===== src/rtl/keypad_scanner.sv =====
// -----------------------------------------------------------------------------
// keypad_scanner
//   Scans a ROWS x COLS matrix keypad plus NUM_OPS direct operation pins,
//   debounces press and release over whole scan frames, and queues one code
//   per confirmed key release in a small FIFO with a valid/ready handshake.
//
//   Code format (CODE_W bits):
//     number key : {1'b0, row*COLS + col}
//     op pin     : {1'b1, op_index}
//
//   Optional feature (compile-time macro KEY_REPEAT_EN):
//     While a number key stays held, its code is re-queued every REPEAT_SCANS
//     frames. Without the macro no repeat logic exists and REPEAT_SCANS only
//     takes part in the parameter legality check.
//
// Ports:
//   clk           clock
//   rst_n         asynchronous active-low reset
//   o_word_lines  one-hot row drive, advances every cycle
//   i_bit_lines   column sense for the driven row, 1 = pressed
//   i_op_pins     operation buttons, 1 = pressed
//   o_data        FIFO head code
//   o_valid       FIFO non-empty
//   i_ready       consumer accepts the head code
//   o_fifo_count  FIFO occupancy
//   o_overflow    sticky flag: a code was dropped because the FIFO was full
// -----------------------------------------------------------------------------
module keypad_scanner #(
    parameter int ROWS           = 4,
    parameter int COLS           = 4,
    parameter int NUM_OPS        = 6,
    parameter int CODE_W         = 5,
    parameter int DEBOUNCE_SCANS = 2,
    parameter int FIFO_DEPTH     = 4,
    parameter int REPEAT_SCANS   = 8
) (
    input  logic                          clk,
    input  logic                          rst_n,
    output logic [ROWS-1:0]               o_word_lines,
    input  logic [COLS-1:0]               i_bit_lines,
    input  logic [NUM_OPS-1:0]            i_op_pins,
    output logic [CODE_W-1:0]             o_data,
    output logic                          o_valid,
    input  logic                          i_ready,
    output logic [$clog2(FIFO_DEPTH):0]   o_fifo_count,
    output logic                          o_overflow
);

    localparam int              IDX_W = CODE_W - 1;
    localparam int              RW    = $clog2(ROWS);
    localparam int              PW    = $clog2(FIFO_DEPTH);
    localparam int              CW    = PW + 1;
    localparam logic [3:0]      DEB   = 4'(DEBOUNCE_SCANS);
    localparam logic [ROWS-1:0] ROW0  = {{(ROWS-1){1'b0}}, 1'b1};

    if (ROWS < 2 || ROWS > 8 || COLS < 2 || COLS > 8 ||
        NUM_OPS < 1 || NUM_OPS > 16 ||
        ROWS * COLS > 2 ** (CODE_W - 1) || NUM_OPS > 2 ** (CODE_W - 1) ||
        DEBOUNCE_SCANS < 1 || DEBOUNCE_SCANS > 15 ||
        FIFO_DEPTH < 2 || (FIFO_DEPTH & (FIFO_DEPTH - 1)) != 0 ||
        REPEAT_SCANS < 1) begin : g_param_check
        $error("keypad_scanner: illegal parameter combination");
    end

    typedef enum logic [1:0] {IDLE, PRESS_CONF, HELD, REL_CONF} state_t;

    // ---------------------------------------------------------------- scan
    logic [RW-1:0] row;
    logic          frame_end;

    assign frame_end    = (row == RW'(ROWS - 1));
    assign o_word_lines = ROW0 << row;

    // NOTE: sequential state uses non-blocking assignments so every register
    // samples the pre-edge values regardless of process ordering.
    always_ff @(posedge clk or negedge rst_n) begin
        if (!rst_n)         row <= '0;
        else if (frame_end) row <= '0;
        else                row <= row + 1'b1;
    end

    // Sample of the currently driven row: highest pressed column wins.
    logic             col_hit;
    logic [IDX_W-1:0] col_idx;
    logic [IDX_W-1:0] num_now;

    // NOTE: every variable written in a combinational block gets a default
    // first, so no path leaves it unassigned and no latch is inferred.
    always_comb begin
        col_hit = |i_bit_lines;
        col_idx = '0;
        for (int c = 0; c < COLS; c++)
            if (i_bit_lines[c]) col_idx = IDX_W'(c);
    end

    assign num_now = IDX_W'(row) * IDX_W'(COLS) + col_idx;

    // Frame accumulators; the f_* values fold in the current sample so the
    // frame result is complete in the r = ROWS-1 cycle.
    logic             acc_num_hit, f_num_hit;
    logic [IDX_W-1:0] acc_num_idx, f_num_idx;
    logic [NUM_OPS-1:0] acc_ops, f_ops;
    logic [IDX_W-1:0] op_idx;
    logic             f_op_any;
    logic             frame_pressed;
    logic [CODE_W-1:0] frame_code;

    assign f_num_hit = acc_num_hit | col_hit;
    assign f_num_idx = col_hit ? num_now : acc_num_idx;   // later row wins
    assign f_ops     = acc_ops | i_op_pins;
    assign f_op_any  = |f_ops;

    always_comb begin
        op_idx = '0;
        for (int i = NUM_OPS - 1; i >= 0; i--)
            if (f_ops[i]) op_idx = IDX_W'(i);             // lowest pin wins
    end

    assign frame_pressed = f_num_hit | f_op_any;
    assign frame_code    = f_op_any ? {1'b1, op_idx} : {1'b0, f_num_idx};

    always_ff @(posedge clk or negedge rst_n) begin
        if (!rst_n) begin
            acc_num_hit <= 1'b0;
            acc_num_idx <= '0;
            acc_ops     <= '0;
        end else if (frame_end) begin
            acc_num_hit <= 1'b0;
            acc_num_idx <= '0;
            acc_ops     <= '0;
        end else begin
            acc_num_hit <= f_num_hit;
            acc_num_idx <= f_num_idx;
            acc_ops     <= f_ops;
        end
    end

    // ------------------------------------------------------ debounce FSM
    state_t            state, state_next;
    logic [3:0]        cnt, cnt_next, cnt_inc;
    logic [CODE_W-1:0] cand;
    logic              load_cand;
    logic              fsm_push;
    logic              rep_push;
    logic              push_req;

    assign cnt_inc = cnt + 4'd1;

    always_ff @(posedge clk or negedge rst_n) begin
        if (!rst_n) state <= IDLE;
        else        state <= state_next;
    end

    always_comb begin
        state_next = state;
        if (frame_end) begin
            unique case (state)
                IDLE:       if (frame_pressed)
                                state_next = (DEB == 4'd1) ? HELD : PRESS_CONF;
                PRESS_CONF: if (frame_pressed && frame_code == cand) begin
                                if (cnt_inc == DEB) state_next = HELD;
                            end else begin
                                state_next = IDLE;
                            end
                HELD:       if (!frame_pressed)
                                state_next = (DEB == 4'd1) ? IDLE : REL_CONF;
                REL_CONF:   if (frame_pressed)       state_next = HELD;
                            else if (cnt_inc == DEB) state_next = IDLE;
            endcase
        end
    end

    always_comb begin
        load_cand = 1'b0;
        fsm_push  = 1'b0;
        cnt_next  = cnt;
        if (frame_end) begin
            unique case (state)
                IDLE:       if (frame_pressed) begin
                                load_cand = 1'b1;
                                cnt_next  = 4'd1;
                            end
                PRESS_CONF: if (frame_pressed && frame_code == cand)
                                cnt_next = cnt_inc;
                HELD:       if (!frame_pressed) begin
                                cnt_next = 4'd1;
                                fsm_push = (DEB == 4'd1);
                            end
                REL_CONF:   if (!frame_pressed) begin
                                cnt_next = cnt_inc;
                                fsm_push = (cnt_inc == DEB);
                            end
            endcase
        end
    end

    always_ff @(posedge clk or negedge rst_n) begin
        if (!rst_n) begin
            cnt  <= '0;
            cand <= '0;
        end else begin
            cnt <= cnt_next;
            if (load_cand) cand <= frame_code;
        end
    end

`ifdef KEY_REPEAT_EN
    localparam int               REP_W   = $clog2(REPEAT_SCANS + 1);
    localparam logic [REP_W-1:0] REP_MAX = REP_W'(REPEAT_SCANS);

    logic [REP_W-1:0] rep, rep_next;

    // Counts held frames; cleared whenever HELD is (re)entered.
    always_comb begin
        rep_next = rep;
        rep_push = 1'b0;
        if (frame_end) begin
            if (state == HELD && frame_pressed) begin
                if (rep + 1'b1 == REP_MAX) begin
                    rep_next = '0;
                    rep_push = ~cand[CODE_W-1];         // op codes never repeat
                end else begin
                    rep_next = rep + 1'b1;
                end
            end else if (state != HELD && state_next == HELD) begin
                rep_next = '0;
            end
        end
    end

    always_ff @(posedge clk or negedge rst_n) begin
        if (!rst_n) rep <= '0;
        else        rep <= rep_next;
    end
`else
    assign rep_push = 1'b0;
`endif

    assign push_req = fsm_push | rep_push;

    // ---------------------------------------------------------------- FIFO
    logic [CODE_W-1:0] mem [FIFO_DEPTH];
    logic [PW-1:0]     wr_ptr, rd_ptr;
    logic [CW-1:0]     count;
    logic              full, do_pop, do_push;

    assign full    = (count == CW'(FIFO_DEPTH));
    assign o_valid = (count != '0);
    assign do_pop  = o_valid & i_ready;
    // When full, a same-edge pop frees the slot being written (wr_ptr == rd_ptr).
    assign do_push = push_req & (~full | do_pop);

    // NOTE: the queue storage is reset along with the pointers so o_data reads
    // zero out of reset; it is only a handful of flops.
    always_ff @(posedge clk or negedge rst_n) begin
        if (!rst_n) begin
            for (int i = 0; i < FIFO_DEPTH; i++) mem[i] <= '0;
            wr_ptr     <= '0;
            rd_ptr     <= '0;
            count      <= '0;
            o_overflow <= 1'b0;
        end else begin
            if (do_push) begin
                mem[wr_ptr] <= cand;
                wr_ptr      <= wr_ptr + 1'b1;
            end
            if (do_pop) rd_ptr <= rd_ptr + 1'b1;
            if (do_push && !do_pop)      count <= count + 1'b1;
            else if (!do_push && do_pop) count <= count - 1'b1;
            if (push_req && full && !do_pop) o_overflow <= 1'b1;
        end
    end

    assign o_data       = mem[rd_ptr];
    assign o_fifo_count = count;

endmodule


===== config.mk =====
export PLATFORM = sky130hd
export DESIGN_NAME = keypad_scanner
export DESIGN_NICKNAME = d
export VERILOG_FILES = /design/src/rtl/keypad_scanner.sv
export SDC_FILE = /design/constraint.sdc
export NUM_CORES = 1
export LEC_CHECK = 0
export BUFFER_PORTS_ARGS = -buffer_cell sky130_fd_sc_hd__buf_2
export CORE_MARGIN = 2
export CORE_UTILIZATION = 25
export CTS_BUF_LIST = sky130_fd_sc_hd__clkbuf_2
export DETAILED_ROUTE_END_ITERATION = 16
export PLACE_DENSITY = 0.5
export SYNTH_ARGS = -nofsm -noshare
export SYNTH_HDL_FRONTEND = slang
export SYNTH_SLANG_ARGS = --single-unit
export TNS_END_PERCENT = 50

===== constraint.sdc =====
create_clock -name clk -period 7.5 [get_ports clk]
set_input_delay 0.375 -clock clk [delete_from_list [all_inputs] [get_ports clk]]
set_output_delay 0.375 -clock clk [all_outputs]
set_load 0.1 [all_outputs]

# Word-level counts from Yosys, hierarchy flattened
# Cells that the tools add are included.
totals:
  in_bits: 13
  ff_bits: 52
op_classes:
  bitwise: 9
  eq_ne: 13
  order_cmp: 3
  shift: 1
  n_mux: 41
  reduce_logical: 15
  add_sub_neg: 7
op_table:
  columns: ["operator", "n"]
  rows:
  - ["4-bit 2-to-1 mux", 9]
  - ["20-bit bitwise mux", 1]
  - ["5-bit 2-to-1 mux", 4]
  - ["2-bit 2-to-1 mux", 9]
  - ["4-bit one-hot mux with 4 select lines", 1]
  - ["3-bit 2-to-1 mux", 5]
  - ["5-bit binary-select mux with 2-bit select", 1]
  - ["5-bit demux with 2-bit select", 1]
  - ["5-bit AND reduction", 2]
  - ["1-bit 2-to-1 mux", 8]
  - ["2-bit inequality test (second input constant)", 4]
  - ["2-bit one-hot mux with 4 select lines", 1]
  - ["2-bit by 1-bit adder with 2-bit output (second input constant)", 3]
  - ["2-bit == test (second input constant)", 3]
  - ["3-bit greater-or-equal comparator (second input constant)", 2]
  - ["1-bit logical AND", 6]
  - ["6-bit 2-to-1 mux", 1]
  - ["3-bit inequality test (second input constant)", 2]
  - ["2-bit inverter with 3-bit output", 2]
  - ["6-bit bitwise OR", 1]
  - ["6-bit OR reduction", 1]
  - ["5-bit == test", 1]
  - ["4-bit by 1-bit adder with 4-bit output (second input constant)", 1]
  - ["4-bit adder", 1]
  - ["15 further kinds", 19]

# Longest topological paths before layout
# Gate-level depths: netlist of the first run.
depth:
  depth_word: 12
  ltp_mapped: 12
  depth_no_buf: 12

# Worst setup path before layout of the first run
# OpenSTA, ideal clock, no wires.
synth_path:
  path_type: "register to register"
  startpoint: "reg row[0]"
  endpoint: "reg count[2], in the netlist o_fifo_count[2]"
  t_arrival_ps: 3076
  setup_slack_ps: 4262
  path_stages_with_launch: 11
  required_ps: 7338
  path_cell_list: "dfrtp_1 -> ha_1 -> nand2_1 -> or3_4 -> nor2_4 -> ha_1 -> inv_1 -> fa_1 -> xor2_1 -> nor2_1 -> xor2_1"
synth_between:
  elab_chain_cells: 6
  word_cells_on_any_way: 8
synth_rtl:
  columns: ["item", "line_no", "text"]
  rows:
  - ["start: declaration", "68", "logic [RW-1:0] row;"]
  - ["start signal: assignment", "79", "else row <= row + 1'b1;"]
  - ["2-bit == test *", "71", "assign frame_end = (row == RW'(ROWS - 1));"]
  - ["1-bit 2-to-1 mux *", "177", "if (frame_end) begin"]
  - ["1-bit AND *", "251", "assign do_push = push_req & (~full | do_pop);"]
  - ["net do_push", "245", "logic full, do_pop, do_push;"]
  - ["1-bit logical NOT", "269", "else if (!do_push && do_pop) count <= count - 1'b1;"]
  - ["1-bit logical AND", "269", null]
  - ["2-bit nonzero test (no source line)", null, null]
  - ["end signal: assignment", "268", "if (do_push && !do_pop) count <= count + 1'b1;"]
  - ["end signal: assignment", "269", null]
  - ["end: declaration", "244", "logic [CW-1:0] count;"]
# The timed path passes the listed nets; every way through them passes the cells marked *.
# A chain may end at the register's enable or synchronous reset.

# Final worst setup path of the first run
layout_path:
  startpoint: "reg acc_ops[2]"
  endpoint: "reg count[2], in the netlist o_fifo_count[2]"
layout_between:
  elab_chain_cells: 10
  word_cells_on_any_way: 12
layout_rtl:
  columns: ["item", "line_no", "text"]
  rows:
  - ["start: declaration", "102", "logic [NUM_OPS-1:0] acc_ops, f_ops;"]
  - ["start signal: assignment", "134", "acc_ops <= f_ops;"]
  - ["6-bit bitwise OR *", "110", "assign f_ops = acc_ops | i_op_pins;"]
  - ["6-bit OR reduction *", "111", "assign f_op_any = |f_ops;"]
  - ["1-bit bitwise OR *", "119", "assign frame_pressed = f_num_hit | f_op_any;"]
  - ["1-bit 2-to-1 mux *", "189", "REL_CONF: if (!frame_pressed) begin"]
  - ["1-bit 2-to-1 mux *", null, null]
  - ["1-bit 2-to-1 mux *", "177", null]
  - ["1-bit AND *", "251", null]
  - ["net do_push", "245", null]
  - ["1-bit logical NOT", "269", null]
  - ["1-bit logical AND", "269", null]
  - ["2-bit nonzero test (no source line)", null, null]
# Marked as above.

==> results of run 1 <==
[cells in the mapped netlist (3+ instances only)]
library cell,count
inv_1,11
nor3_1,5
xnor2_1,8
nor2_1,31
nand2_1,9
mux2_2,4
xor2_1,3
clkbuf_1,5
mux4_2,5
or3_1,3
o21ai_0,5
ha_1,11
o22ai_1,5
mux2_4,20
dfrtp_1,52
a21oi_1,8
and2_4,4
a31oi_1,3
nand3_1,6
buf_8,4
nor4_2,4
[per-layer routing]
metal  part of all wire [%]  vias to the layer above  global-route usage (%)
li1                       -                      912                       -
met1                     49                      920                    13.4
met2                     45                       25                    15.8
met3                    4.1                        5                    2.73
met4                    1.1                        0                    2.22
met5                      0                        -                       0
[through the flow]
step / area, um^2 / total power [W] / cells / worst slack [ps] / hold slack, ps
2_1_floorplan: 2870 / 0.000329 / 245 / 4260 / 79.4
4_1_cts: 3160 / 0.000502 / 412 / 4410 / 6.83
5_1_grt: 3160 / 0.000522 / 412 / 4280 / 21.2
3_3_place_gp: 3100 / 0.000346 / 404 / 4390 / 445
6_report: 3160 / 0.000493 / 412 / 4440 / 12.0
3_5_place_dp: 3100 / 0.000347 / 404 / 4330 / 453
[how the worst max path moves through the flow]
stage                         startpoint                           to  slack (ps)
floorplan               row[0]$_DFF_PN0_  o_fifo_count[2]$_DFFE_PN0P_        4260
global placement            i_op_pins[2]  o_fifo_count[2]$_DFFE_PN0P_        4390
detailed placement          i_op_pins[2]  o_fifo_count[2]$_DFFE_PN0P_        4330
CTS                 acc_ops[1]$_DFF_PN0_  o_fifo_count[2]$_DFFE_PN0P_        4410
global route        acc_ops[1]$_DFF_PN0_  o_fifo_count[2]$_DFFE_PN0P_        4280
finish              acc_ops[2]$_DFF_PN0_  o_fifo_count[2]$_DFFE_PN0P_        4440
[layout make-up]
cell class                 count  area (um^2)
clock buffer                   6         30.0
inverter                      11         41.3
sequential                    52         1300
timing repair buffer          28          145
tap                          143          179
clock inverter                 2         38.8
fill                        1194         8160
multi-input combinational    170         1430
[registers in the layout, indices dropped and copies added (netlist names)]
name,count
mem,20
acc_ops,6
cand,5
acc_num_idx,4
cnt,4
o_fifo_count,3
rd_ptr,2
row,2
state,2
wr_ptr,2
acc_num_hit,1
o_overflow,1
[power by group]
group	leakage, nW	internal [W]	switching [W]	total, W
clock network	0.0436	0.0000591	0.0000918	0.000151
logic	0.713	0.0000166	0.0000231	0.0000397
registers	0.668	0.000288	0.0000139	0.000302
total	1.42	0.000364	0.000129	0.000493
[critical path: cells and delay by family, from the launching register on]
family                     cells  cell delay [ps]
adders and majority gates      2              600
and+or+nand+nor                6             1610
DFF                            1              450
xor gates and xnor gates       2              320
buffers and inverters          1               60
[cell families after synthesis]
group	after synthesis	share of synthesized area, %
AOI/OAI and AO/OA	37	8.43
xor gates and xnor gates	11	3.36
adders and majority gates	12	5.50
buffers and inverters	23	4.72
DFF	52	45.4
muxes	31	16.7
and+or+nand+nor	79	15.9
==> qor.yml, run 1 <==
global_route:
  grt.total_usage_pct: 9.87
  grt_first_pass_wirelength_um: 9870
  grt_overflow: 0
  grt_pass1_vias: 1934
  antenna_found_initial: 0
  grt_max_degree: 53
route:
  ant_nets: 0
  drtIter0Drc: 87
  wl_per_cell_um: 13.8
  routed_wl_um: 5680
  dr_total_vias: 1862
  drc: 0
  routed_via_density: 4.52
  firstDrtPassIters: 4
synthesis:
  synth_area_per_cell_um2: 11.7
  synth-edff-count: 0
  syn_nets: 270
  synthTopCellsByArea: "dfrtp_1, mux2_4, ha_1, nor2_1, mux4_2"
  synth_cell_type_count: 52
  synthArstFlopShare_pct: 100
  yosys.area.top_type_share_pct: 45.4
  synth_area_leader_cell: "dfrtp_1"
  synthCells: 245
  ys_warn_count: 0
  ys_ff_latch: 52
  syn-cell-area_mm2: 0.00287
  ys_seq_area_share_pct: 45.4
  synth_ff_type: "dfrtp_1"
sta:
  timing.final.crit_share_pct: 40.8
  maxSlewHeadroom_pct: 40.6
  finClkSkew_ps: 25.2
  worst_pin_slew_ps: 884
  rsz0062_at_grt: "false"
  drv_slew: 0
  setup_viol: 0
  hold_viol_final: 0
  fmax_mhz: 327
  tns_ps: 0
  min_period_ps: 3060
finish:
  n_antenna_cell: 0
  final_cell_mix: "dfrtp_1, nor2_1, buf_2"
  final_core_util_pct: 28.0
  syn_to_final_growth_pct: 10.4
  layout-drive-gt1-share_pct: 29.4
  nNetsFinal: 293
  final_common_cell: "dfrtp_1"
worst_setup_path:
  cp-start-kind: "register"
  r2r-end: "o_fifo_count[2]$_DFFE_PN0P_"
  path_max_fanout: 8
  cp_slowest_cell: "dfrtp_1"
  cp_common_cell: "xor2_1"
  crit_path_end_kind: "register"
  required_ps: 7900
  critical_path_class: "reg -> reg"
  ff2ff_path_depth: 11
  cp_slowest_stage_delay_ps: 450
  cp.arrival_ps: 3460
  r2r_slack_ps: 4440
  r2r_start: "acc_ops[2]$_DFF_PN0_"
  path_cells: "nor4_2 > and3_1 > nand3_2 > or3_4 > nor2_4 > ha_1 > inv_1 > fa_1 > xor2_1 > nor2_1 > xor2_1"
clock_tree:
  cts_resized: 0
  cts_root_buf: "clkbuf_2"
  cts_buffers: 5
  cts.sinks: 52
  ctsHoldBuffers: 0
  cts_setup_buffers: 0
  clkLatencyLatePin_ps: 440
  path_clk_slew_ps: 270
  cts_max_path_buffers: 2
  cts_tree: "built"
  h-tree-depth: 2
place:
  dpl.hpwl_um: 4030
  portBuffers: 26
  place.gp.congestion: 0.770
floorplan:
  floorplan.initialDensity_pct: 25.3
  fp.dieW_um: 111
  ios: 27
  rows: 39
  die_h_um: 111
  die-area_mm2: 0.0123
  core_mm2: 0.0113
job:
  drv_cap: 0
worst_hold_path:
  hold_path_class: "in -> async"
power:
  p_leak_nw: 1.42
  power_density_mw_per_mm2: 156
  vdd_drop_max_v: 0.0000564
status:
  outcome: "complete, no violations"
Note: power is estimated with default switching activity, not from simulation.
==> run 2: changes to the inputs <==
PLACE_DENSITY = 0.52   (was 0.5)
clock period = 2.5 ns   (was 7.5 ns; I/O delays follow)
==> run 2 against run 1 <==
Effect of this change:
- the flow now finishes with violations (negative setup slack)
- first-iteration DRC count rose by 9.2%
- non-clock buffer count is 35 higher
- clock skew down 2.8 ps
- clock power grew to 3.0 times the previous value
- die area stayed put
- core utilization is 3.5 points higher
- worst hold slack improved by 31 ps
- register-to-register slack lost 4500 ps
- critical path depth unchanged
- critical path type unchanged
- critical endpoint unchanged
- largest cell class unchanged
==> qor.yml, run 2 (same netlist as run 1, synthesis figures left out) <==
clock_tree:
  cts_tree: "built"
  cts.sinks: 52  # unchanged
  h-tree-depth: 2  # unchanged
  cts_buffers: 5  # unchanged
  cts_root_buf: "clkbuf_2"
  cts_max_path_buffers: 2  # unchanged
  path_clk_slew_ps: 270  # about the same
  clkLatencyLatePin_ps: 440  # about the same
sta:
  hold_viol_final: 0  # unchanged
  timing.final.crit_share_pct: 102  # +61 points
  finalWorstSetupSlack_ps: -54.1  # -4490 ps
  drv_slew: 0  # unchanged
  finClkSkew_ps: 22.4  # -2.76 ps
  setup_viol: 2  # +2
  fmax_mhz: 392  # +20%
  rsz0062_at_grt: "true"
  worst_pin_slew_ps: 729  # -155 ps
  maxSlewHeadroom_pct: 51.4  # +11 points
  min_period_ps: 2550  # -508 ps
floorplan:
  rows: 39  # unchanged
  die_h_um: 111  # unchanged
  ios: 27  # unchanged
  die-area_mm2: 0.0123  # unchanged
  fp.dieW_um: 111  # unchanged
  core_mm2: 0.0113  # unchanged
  floorplan.initialDensity_pct: 25.3  # unchanged
place:
  dpl.cell_count: 428  # +5.9%
  portBuffers: 26  # unchanged
  place.gp.congestion: 0.713  # -7.4%
  dpl.hpwl_um: 4310  # +7.1%
power:
  vdd_drop_max_v: 0.000248  # +340%
  combinationalPowerShare_pct: 12.9  # +4.8 points
  internal-power_w: 0.00113  # +210%
  switching_share_pct: 26.7  # +0.55 points
  pwr-share-clk_pct: 29.6  # -1.0 points
  p_sw_w: 0.000412  # +220%
  seq_power_share_pct: 57.5  # -3.8 points
  p_leak_nw: 1.60  # +12%
  power_density_mw_per_mm2: 434  # +180%
finish:
  layout-drive-gt1-share_pct: 39.5  # +10 points
  nNetsFinal: 328  # +12%
  top_regs: "mem x20, acc_ops x6, cand x5"
  fin_cells: 447  # +8.5%
  largest_reg_flops: 20  # unchanged
  final_cell_mix: "dfrtp_1, nor2_1, buf_4"
  final_core_util_pct: 31.5  # +3.5 points
  syn_to_final_growth_pct: 24.3
  ff_latch_area_mm2: 0.00131  # +0.29%
  multiInputGateArea_mm2: 0.00153  # +7.2%
  top_register: "mem"
  final_common_cell: "dfrtp_1"
  n_antenna_cell: 0  # unchanged
  n_fill_cell: 1189  # -0.42%
worst_setup_path:
  cp.arrival_ps: 2930  # -530 ps
  cp_slowest_cell: "dfrtp_1"
  crit_path_end_kind: "register"
  required_ps: 2880  # -5020 ps
  ff2ff_path_depth: 11  # unchanged
  path_max_fanout: 3  # -5
  r2r_slack_ps: -50  # -4490 ps
  cp-start-kind: "register"
  r2r_start: "acc_ops[2]$_DFF_PN0_"
  path_cells: "nor4_4 > and3_4 > nand3_4 > or3_4 > nor2_4 > ha_4 > inv_2 > fa_2 > xor2_1 > nor2_1 > xor2_1"
  critical_path_class: "reg -> reg"
  cp_common_cell: "xor2_1"
  cp_slowest_stage_delay_ps: 470  # +20 ps
  r2r-end: "o_fifo_count[2]$_DFFE_PN0P_"
worst_hold_path:
  hold_path_end: "acc_num_hit$_DFF_PN0_"
  hold_path_class: "in -> reg"
  hold_path_depth: 4
  min-delay-start: "i_bit_lines[0]"
route:
  firstDrtPassIters: 4  # unchanged
  routed_wl_um: 5910  # +3.9%
  ant_nets: 0  # unchanged
  routed_via_density: 4.44  # -1.7%
  dr_total_vias: 1986  # +6.7%
  drtIter0Drc: 95  # +9.2%
  wl_per_cell_um: 13.2  # -4.2%
  drc: 0  # unchanged
global_route:
  grt_pass1_vias: 1979  # +2.3%
  grt_overflow: 0  # unchanged
  antenna_found_initial: 0  # unchanged
  grt_max_degree: 32  # -40%
  grt_first_pass_wirelength_um: 10300  # +4.3%
  grt.total_usage_pct: 10.3  # +0.47 points
status:
  violations: "negative setup slack"
  outcome: "finished with violations"
job:
  drv_cap: 0  # unchanged
[run 2: cell count changes in the layout (fill, tap and decap cells not counted), moves of 2 or more]
| cell | delta |
|---|---|
| ha_4 | +2 |
| dfrtp_1 | -3 |
| dlygate4sd3_1 | +9 |
| ha_1 | -2 |
| buf_4 | +25 |
| dfrtp_2 | +3 |
| nor4_2 | -3 |
| nor4_4 | +3 |
[run 2: worst max path at each step]
stage	endpoint	from	slack [ps]	depth (start not counted)
CTS	o_fifo_count[2]$_DFFE_PN0P_	acc_ops[2]$_DFF_PN0_	-70	11
floorplan	o_fifo_count[2]$_DFFE_PN0P_	acc_ops[1]$_DFF_PN0_	-70	11
finish	o_fifo_count[2]$_DFFE_PN0P_	acc_ops[2]$_DFF_PN0_	-50	11
global placement	o_fifo_count[2]$_DFFE_PN0P_	i_bit_lines[0]	-20	12
global route	o_fifo_count[2]$_DFFE_PN0P_	acc_ops[2]$_DFF_PN0_	-220	11
detailed placement	o_fifo_count[2]$_DFFE_PN0P_	i_bit_lines[0]	-30	12
[run 2: final cells by class]
type / count / share of cell area (%)
multi-input combinational: 170 / 43.0
sequential: 52 / 36.6
timing repair buffer: 63 / 12.2
tap: 143 / 5.02
clock inverter: 3 / 1.30
inverter: 11 / 1.16
clock buffer: 5 / 0.702
[run 2: critical path: cells and delay by family, from the launching register on]
family / cells / cell delay [ps]
XOR/XNOR: 2 / 290
adder cells (fa/ha/maj): 2 / 470
AND/OR/NAND/NOR: 6 / 1230
flip-flops: 1 / 470
buffers and inverters: 1 / 30
[run 2: repair_timing]
item	4_1_cts	5_1_grt
endpoints found under the hold margin	39	0
cloned	0	0
setup endpoints to repair	2	10
setup buffers	0	2
hold buffers	9	0
gates resized for setup	1	7
pin swaps	2	5
[run 2: per-layer routing]
metal  GRT usage [%]  part of all wire, %
met1            14.9                   49
met2            15.8                   47
met3            2.30                  3.5
met4            2.72                 0.93
met5               0                    0
[run 2: power by group through the flow]
stage / sequential (W) / clock, W / combinational [W]
2_1_floorplan: 0.000907 / 0 / 0.0000828
3_5_place_dp: 0.000902 / 0 / 0.000188
4_1_cts: 0.000889 / 0.000489 / 0.000200
3_3_place_gp: 0.000902 / 0 / 0.000185
6_report: 0.000888 / 0.000458 / 0.000200
5_1_grt: 0.000894 / 0.000510 / 0.000228
[run 2: per-stage QoR]
stage               power, W  TNS (ps)  cell area [um^2]  worst slack, ps  hold slack, ps
floorplan           0.000990      -116              2940            -67.4            -171
global placement     0.00109     -15.7              3350            -15.7             235
detailed placement   0.00109     -34.0              3350            -32.0             237
CTS                  0.00158     -81.8              3520            -70.1            11.7
global route         0.00163      -428              3560             -225            24.8
finish               0.00155     -72.7              3560            -54.1            42.9
